[config.mk]
export PLATFORM = sky130hd
export DESIGN_NAME = array_1_ctrl
export DESIGN_NICKNAME = d
export VERILOG_FILES = /design/src/rtl/array_1_ctrl_pkg.sv /design/src/rtl/array_1_ctrl_rr_arb2.sv /design/src/rtl/array_1_ctrl.sv
export SDC_FILE = /design/constraint.sdc
export NUM_CORES = 1
export LEC_CHECK = 0
export BUFFER_PORTS_ARGS = -buffer_cell sky130_fd_sc_hd__buf_2
export CORE_MARGIN = 4
export CORE_UTILIZATION = 36
export CTS_CLUSTER_SIZE = 40
export DETAILED_ROUTE_END_ITERATION = 16
export PLACE_DENSITY_LB_ADDON = 0.2
export SETUP_SLACK_MARGIN = 0.15
export SYNTH_ARGS = -nofsm -noshare
export SYNTH_HDL_FRONTEND = slang
export SYNTH_SLANG_ARGS = --single-unit
[constraint.sdc]
create_clock -name clock -period 2.4 [get_ports clock]
set_clock_uncertainty 0.2 [all_clocks]
set_input_delay 0.48 -clock clock [delete_from_list [all_inputs] [get_ports clock]]
set_output_delay 0.48 -clock clock [all_outputs]
set_load 0.03 [all_outputs]
[src/rtl/array_1_ctrl_pkg.sv]
// rtl/array_1_ctrl_pkg.sv - shared defaults and FSM state codes for the array_1 clear/arbitration controller
package array_1_ctrl_pkg;

  localparam int DEPTH_DEF  = 256;
  localparam int ADDR_W_DEF = 8;
  localparam int DATA_W_DEF = 20;
  localparam int LANES_DEF  = 2;

  typedef logic [0:0] state_t;

  localparam state_t ST_INIT = 1'b0;
  localparam state_t ST_RUN  = 1'b1;

endpackage

[src/rtl/array_1_ctrl_rr_arb2.sv]
// rtl/array_1_ctrl_rr_arb2.sv - two-request round-robin arbiter with one-hot grant
module rr_arb2 (
  input  logic       clock,
  input  logic       reset,
  input  logic       en,
  input  logic [1:0] req,
  output logic [1:0] gnt
);

  // ptr names the client that wins when both request
  logic ptr;

  always_comb begin
    gnt = 2'b00;
    if (en) begin
      if (&req) gnt = ptr ? 2'b10 : 2'b01;
      else      gnt = req;
    end
  end

  always_ff @(posedge clock) begin
    if (reset)     ptr <= 1'b0;
    else if (|gnt) ptr <= gnt[0];
  end

endmodule

[src/rtl/array_1_ctrl.sv]
// rtl/array_1_ctrl.sv - memory clear sequencer, read arbiter and write pass-through for an external array
module array_1_ctrl
  import array_1_ctrl_pkg::*;
#(
  parameter int DEPTH  = DEPTH_DEF,
  parameter int ADDR_W = ADDR_W_DEF,
  parameter int DATA_W = DATA_W_DEF,
  parameter int LANES  = LANES_DEF
) (
  input  logic              clock,
  input  logic              reset,
  input  logic              rd0_valid,
  output logic              rd0_ready,
  input  logic [ADDR_W-1:0] rd0_addr,
  input  logic              rd1_valid,
  output logic              rd1_ready,
  input  logic [ADDR_W-1:0] rd1_addr,
  output logic              resp0_valid,
  output logic              resp1_valid,
  output logic [DATA_W-1:0] resp_data,
  input  logic              wr_valid,
  output logic              wr_ready,
  input  logic [ADDR_W-1:0] wr_addr,
  input  logic [DATA_W-1:0] wr_data,
  input  logic [LANES-1:0]  wr_mask,
  input  logic              clear_req,
  output logic              init_busy,
  output logic              mem_w_en,
  output logic [ADDR_W-1:0] mem_w_addr,
  output logic [DATA_W-1:0] mem_w_data,
  output logic [LANES-1:0]  mem_w_mask,
  output logic              mem_r_en,
  output logic [ADDR_W-1:0] mem_r_addr,
  input  logic [DATA_W-1:0] mem_r_data
);

  localparam logic [ADDR_W-1:0] LAST_ADDR = ADDR_W'(DEPTH - 1);

  state_t            state;
  logic [ADDR_W-1:0] clr_cnt;
  logic              run;
  logic [1:0]        gnt;

  assign run = !reset && (state == ST_RUN);

  rr_arb2 u_arb (
    .clock (clock),
    .reset (reset),
    .en    (run),
    .req   ({rd1_valid, rd0_valid}),
    .gnt   (gnt)
  );

  assign rd0_ready  = gnt[0];
  assign rd1_ready  = gnt[1];
  assign wr_ready   = run;
  assign init_busy  = reset || (state == ST_INIT);
  assign mem_r_en   = |gnt;
  assign mem_r_addr = gnt[1] ? rd1_addr : rd0_addr;
  // memory is write-first, so same-address read/write needs no forwarding here
  assign resp_data  = mem_r_data;

  always_comb begin
    mem_w_en   = 1'b0;
    mem_w_addr = wr_addr;
    mem_w_data = wr_data;
    mem_w_mask = wr_mask;
    if (!reset) begin
      if (state == ST_INIT) begin
        mem_w_en   = 1'b1;
        mem_w_addr = clr_cnt;
        mem_w_data = '0;
        mem_w_mask = '1;
      end else begin
        mem_w_en   = wr_valid;
      end
    end
  end

  always_ff @(posedge clock) begin
    if (reset) begin
      state       <= ST_INIT;
      clr_cnt     <= '0;
      resp0_valid <= 1'b0;
      resp1_valid <= 1'b0;
    end else begin
      resp0_valid <= gnt[0];
      resp1_valid <= gnt[1];
      if (state == ST_INIT) begin
        clr_cnt <= clr_cnt + 1'b1;
        if (clr_cnt == LAST_ADDR) begin
          state   <= ST_RUN;
          clr_cnt <= '0;
        end
      end else if (clear_req) begin
        state   <= ST_INIT;
        clr_cnt <= '0;
      end
    end
  end

endmodule

==> qor.csv <==
stage,metric,value,unit
synthesis,number of flops mapped to enable cells by yosys,0,
worst_setup_path,R2R Setup Slk,0.71,ns
synthesis,Syn Area/Cell,8.15,um2
outcome,status,finished clean,
min_path,Hold Crit Class,flip-flop to flip-flop,
synthesis,sequential element share of the synthesized area,20.9,%
place,port bufs,97,
worst_setup_path,slowest CP cell,mux2_4,
route,Detailed Route WL,3.37,mm
floorplan,Ports,138,
synthesis,synth top area cells,"dfxtp_1 21%, buf_4 13%, nor2b_1 11%",
floorplan,Starting Density,37.7,%
power_and_ir_drop,pwr dens,368,nW/um2
place,GPL Wtd Cong,0.804,
grt,first-pass GRT wire length,5.25,mm
worst_setup_path,Crit Path Class,primary input to primary output,
power_and_ir_drop,clock share of power,28.3,%
synthesis,"area leader, netlist",dfxtp_1,
route,drc violations,0,
worst_setup_path,Max Fanout on Critical Path,4,
synthesis,async set-or-reset flop fraction in the synthesized netlist,0,%
synthesis,Synthesized Nets,214,
synthesis,Netlist Area Pre-Place,1150,um2
grt,GRT overflow,0,
synthesis,Synth cell types,37,
timing,TNS Setup,0,ns
synthesis,post-synth top area share,20.9,%
layout,"Area growth, synth to finish",39.3,%
timing,min Tclk post-route,2.20,ns
synthesis,post-synthesis register bit count,12,
clocking,htree depth,1,
clocking,clock transition at the registers of the reported paths,0.08,ns
worst_setup_path,critical path required time,1.72,ns
power_and_ir_drop,Leak,0.860,nW
synthesis,Post-Syn Instances,141,
route,via density per instance,4.74,
timing,unrepaired setup endpoints after global routing,true,
timing,Setup Viol. Count Final,0,
clocking,CTS tree,yes,
grt,vias in the first global route,1150,
layout,post-route design area,1600,um2
floorplan,DIE AREA,4160,um2
timing,FMAX,456,MHz
layout,# nets final,296,
job,max-cap violations,0,
synthesis,prevailing post-synth register cell,dfxtp_1,
route,average wire per standard cell,12.7,um
synthesis,most instantiated library cell after synthesis,nor2b_1,
timing,Final Cycle Share,91.5,%
worst_setup_path,max incr delay on CP,0.32,ns
place,Placement Cell Area,1530,um2
worst_setup_path,Critical Path AT,1.52,ns
clocking,Num CTS Buffers,3,
floorplan,Rows,20,
power_and_ir_drop,P_int,0.000383,W
timing,"Hold Vio Cnt, Final",0,
route,via count,1261,
clocking,TritonCTS Sinks,12,
timing,Final WS setup,0.205,ns
clocking,worst-skew pair later-pin latency,0.28,ns
worst_setup_path,Critical Path Source Type,primary input,
layout,final cell count without fillers,266,
grt,Tot GR Track Use,15.3,%
power_and_ir_drop,Comb pwr share,36.5,%
power_and_ir_drop,switching power,0.000207,W
worst_setup_path,Crit path top cell by count,buf_2,
place,DP HPWL,2.75,mm
floorplan,CORE AREA,3050,um2
route,Starting DRT DRC Count,38,
timing,Slew Limit Headroom,68.5,%
grt,largest net degree at the start of global routing,17,
grt,initial antenna violation count,0,
worst_setup_path,Buf/Inv on CP,2,
synthesis,Post-synth top cells,"21 x nor2b_1, 20 x buf_4, 12 x dfxtp_1",
worst_setup_path,CP Cell Sequence,"buf_2, and2b_2, nand3_2, mux2_4, buf_2",
worst_setup_path,nature of the critical path endpoint,primary output,
layout,Finished Core Util,52.5,%
power_and_ir_drop,Switching Fraction,35.0,%
floorplan,Die Y,64.5,um
synthesis,Ys Warns,0,
place,pre-CTS setup slack,0.160,ns
route,Final ANT Viol Nets,0,
place,dpl cells,259,
clocking,maximum root-to-sink buffer count,2,
worst_setup_path,"CP delay by family, top",simple AND/OR/NAND/NOR gates,
layout,share of cells above drive strength 1,59.9,%
route,drt first pass iters,4,
power_and_ir_drop,power share of the sequential group,35.3,%
timing,slew of the pin with the lowest slew margin,0.472,ns
floorplan,DIE WIDTH,64.5,um
clocking,Root Driver,clkbuf_4,
timing,Max Slew Vio Count,0,
layout,n_diodes,0,
power_and_ir_drop,Peak VDD IR,0.220,mV
==> cells by family (layout without fill, tap and decap cells) <==
family          after synthesis  count (layout)  share of synthesized area, %
flops                        12              12                          20.9
compound gates               22              22                          11.3
simple gates                 58              59                          31.2
fa+ha+maj                     1               1                          1.09
mux                          15              15                          17.3
buf+inv                      33             113                          18.2
==> path summary, 6_finish.rpt <==
check | start | to | cells after the start
max | reset | mem_r_addr[5] | 5
min | u_arb.ptr | u_arb.ptr | 2
max reg2reg | clr_cnt[0] | clr_cnt[4] | 4
min reg2reg | u_arb.ptr | u_arb.ptr | 2
==> power groups by stage <==
stage / registers [W] / clock network, W / logic (W)
after floorplan: 0.000212 / 0 / 0.000196
after global placement: 0.000214 / 0 / 0.000215
after detailed placement: 0.000214 / 0 / 0.000216
after CTS: 0.000209 / 0.000172 / 0.000216
after global routing: 0.000210 / 0.000185 / 0.000233
final: 0.000208 / 0.000167 / 0.000215
==> layer usage <==
layer  track usage (%)  up-vias  wire, um
met3              6.41        9       442
met1              17.0      555      1320
met2              26.9       68      1590
met5                 0        -         0
met4              3.69        0        23
li1                  -      629         -
==> cell usage in the layout (no fill, tap or decap), types with 3 or more instances in the layout <==
cell      synthesis  layout
buf_4            20       6
inv_1             6       6
mux2_4            8       8
nor2_1            4       4
nor2b_1          21      21
dfxtp_1          12      11
buf_2             2      97
nand2_1           8       8
nand3_1           5       5
mux2_2            7       7
clkbuf_4          0       3
a21oi_1           7       7
o21ai_0           8       8
==> area by class of cell <==
class / count / area (um2)
fill: 321 / 1450
multi-input combinational: 97 / 713
timing repair buffer: 103 / 531
sequential: 12 / 244
tap: 44 / 55.1
clock buffer: 4 / 36.3
inverter: 6 / 22.5
==> through the flow <==
| step | hold WS [ns] | total power (W) |
|---|---|---|
| 2_1_floorplan | 0.262 | 0.000408 |
| 3_3_place_gp | 0.282 | 0.000429 |
| 3_5_place_dp | 0.280 | 0.000430 |
| 4_1_cts | 0.294 | 0.000598 |
| 5_1_grt | 0.316 | 0.000627 |
| 6_report | 0.299 | 0.000590 |
==> tightest hold or removal path: cells and delay by family, from the launching register on <==
kind / cells / cell delay (ns)
flip-flops: 1 / 0.32
AO/OA/AOI/OAI: 2 / 0.13
==> registers in the layout, summed over array words and instances, names as in the netlist <==
register     cells
clr_cnt          8
resp0_valid      1
resp1_valid      1
state            1
u_arb.ptr        1
==> timing repair <==
action / in CTS / in global routing
cloned: 0 / 1
endpoints found under the hold margin: 0 / 0
setup endpoints to repair: 8 / 8
gates resized for setup: 1 / 2
pin swaps: 1 / 0
hold buffers: 0 / 0
setup buffers: 1 / 1
Power figures use the tool's default switching activity.
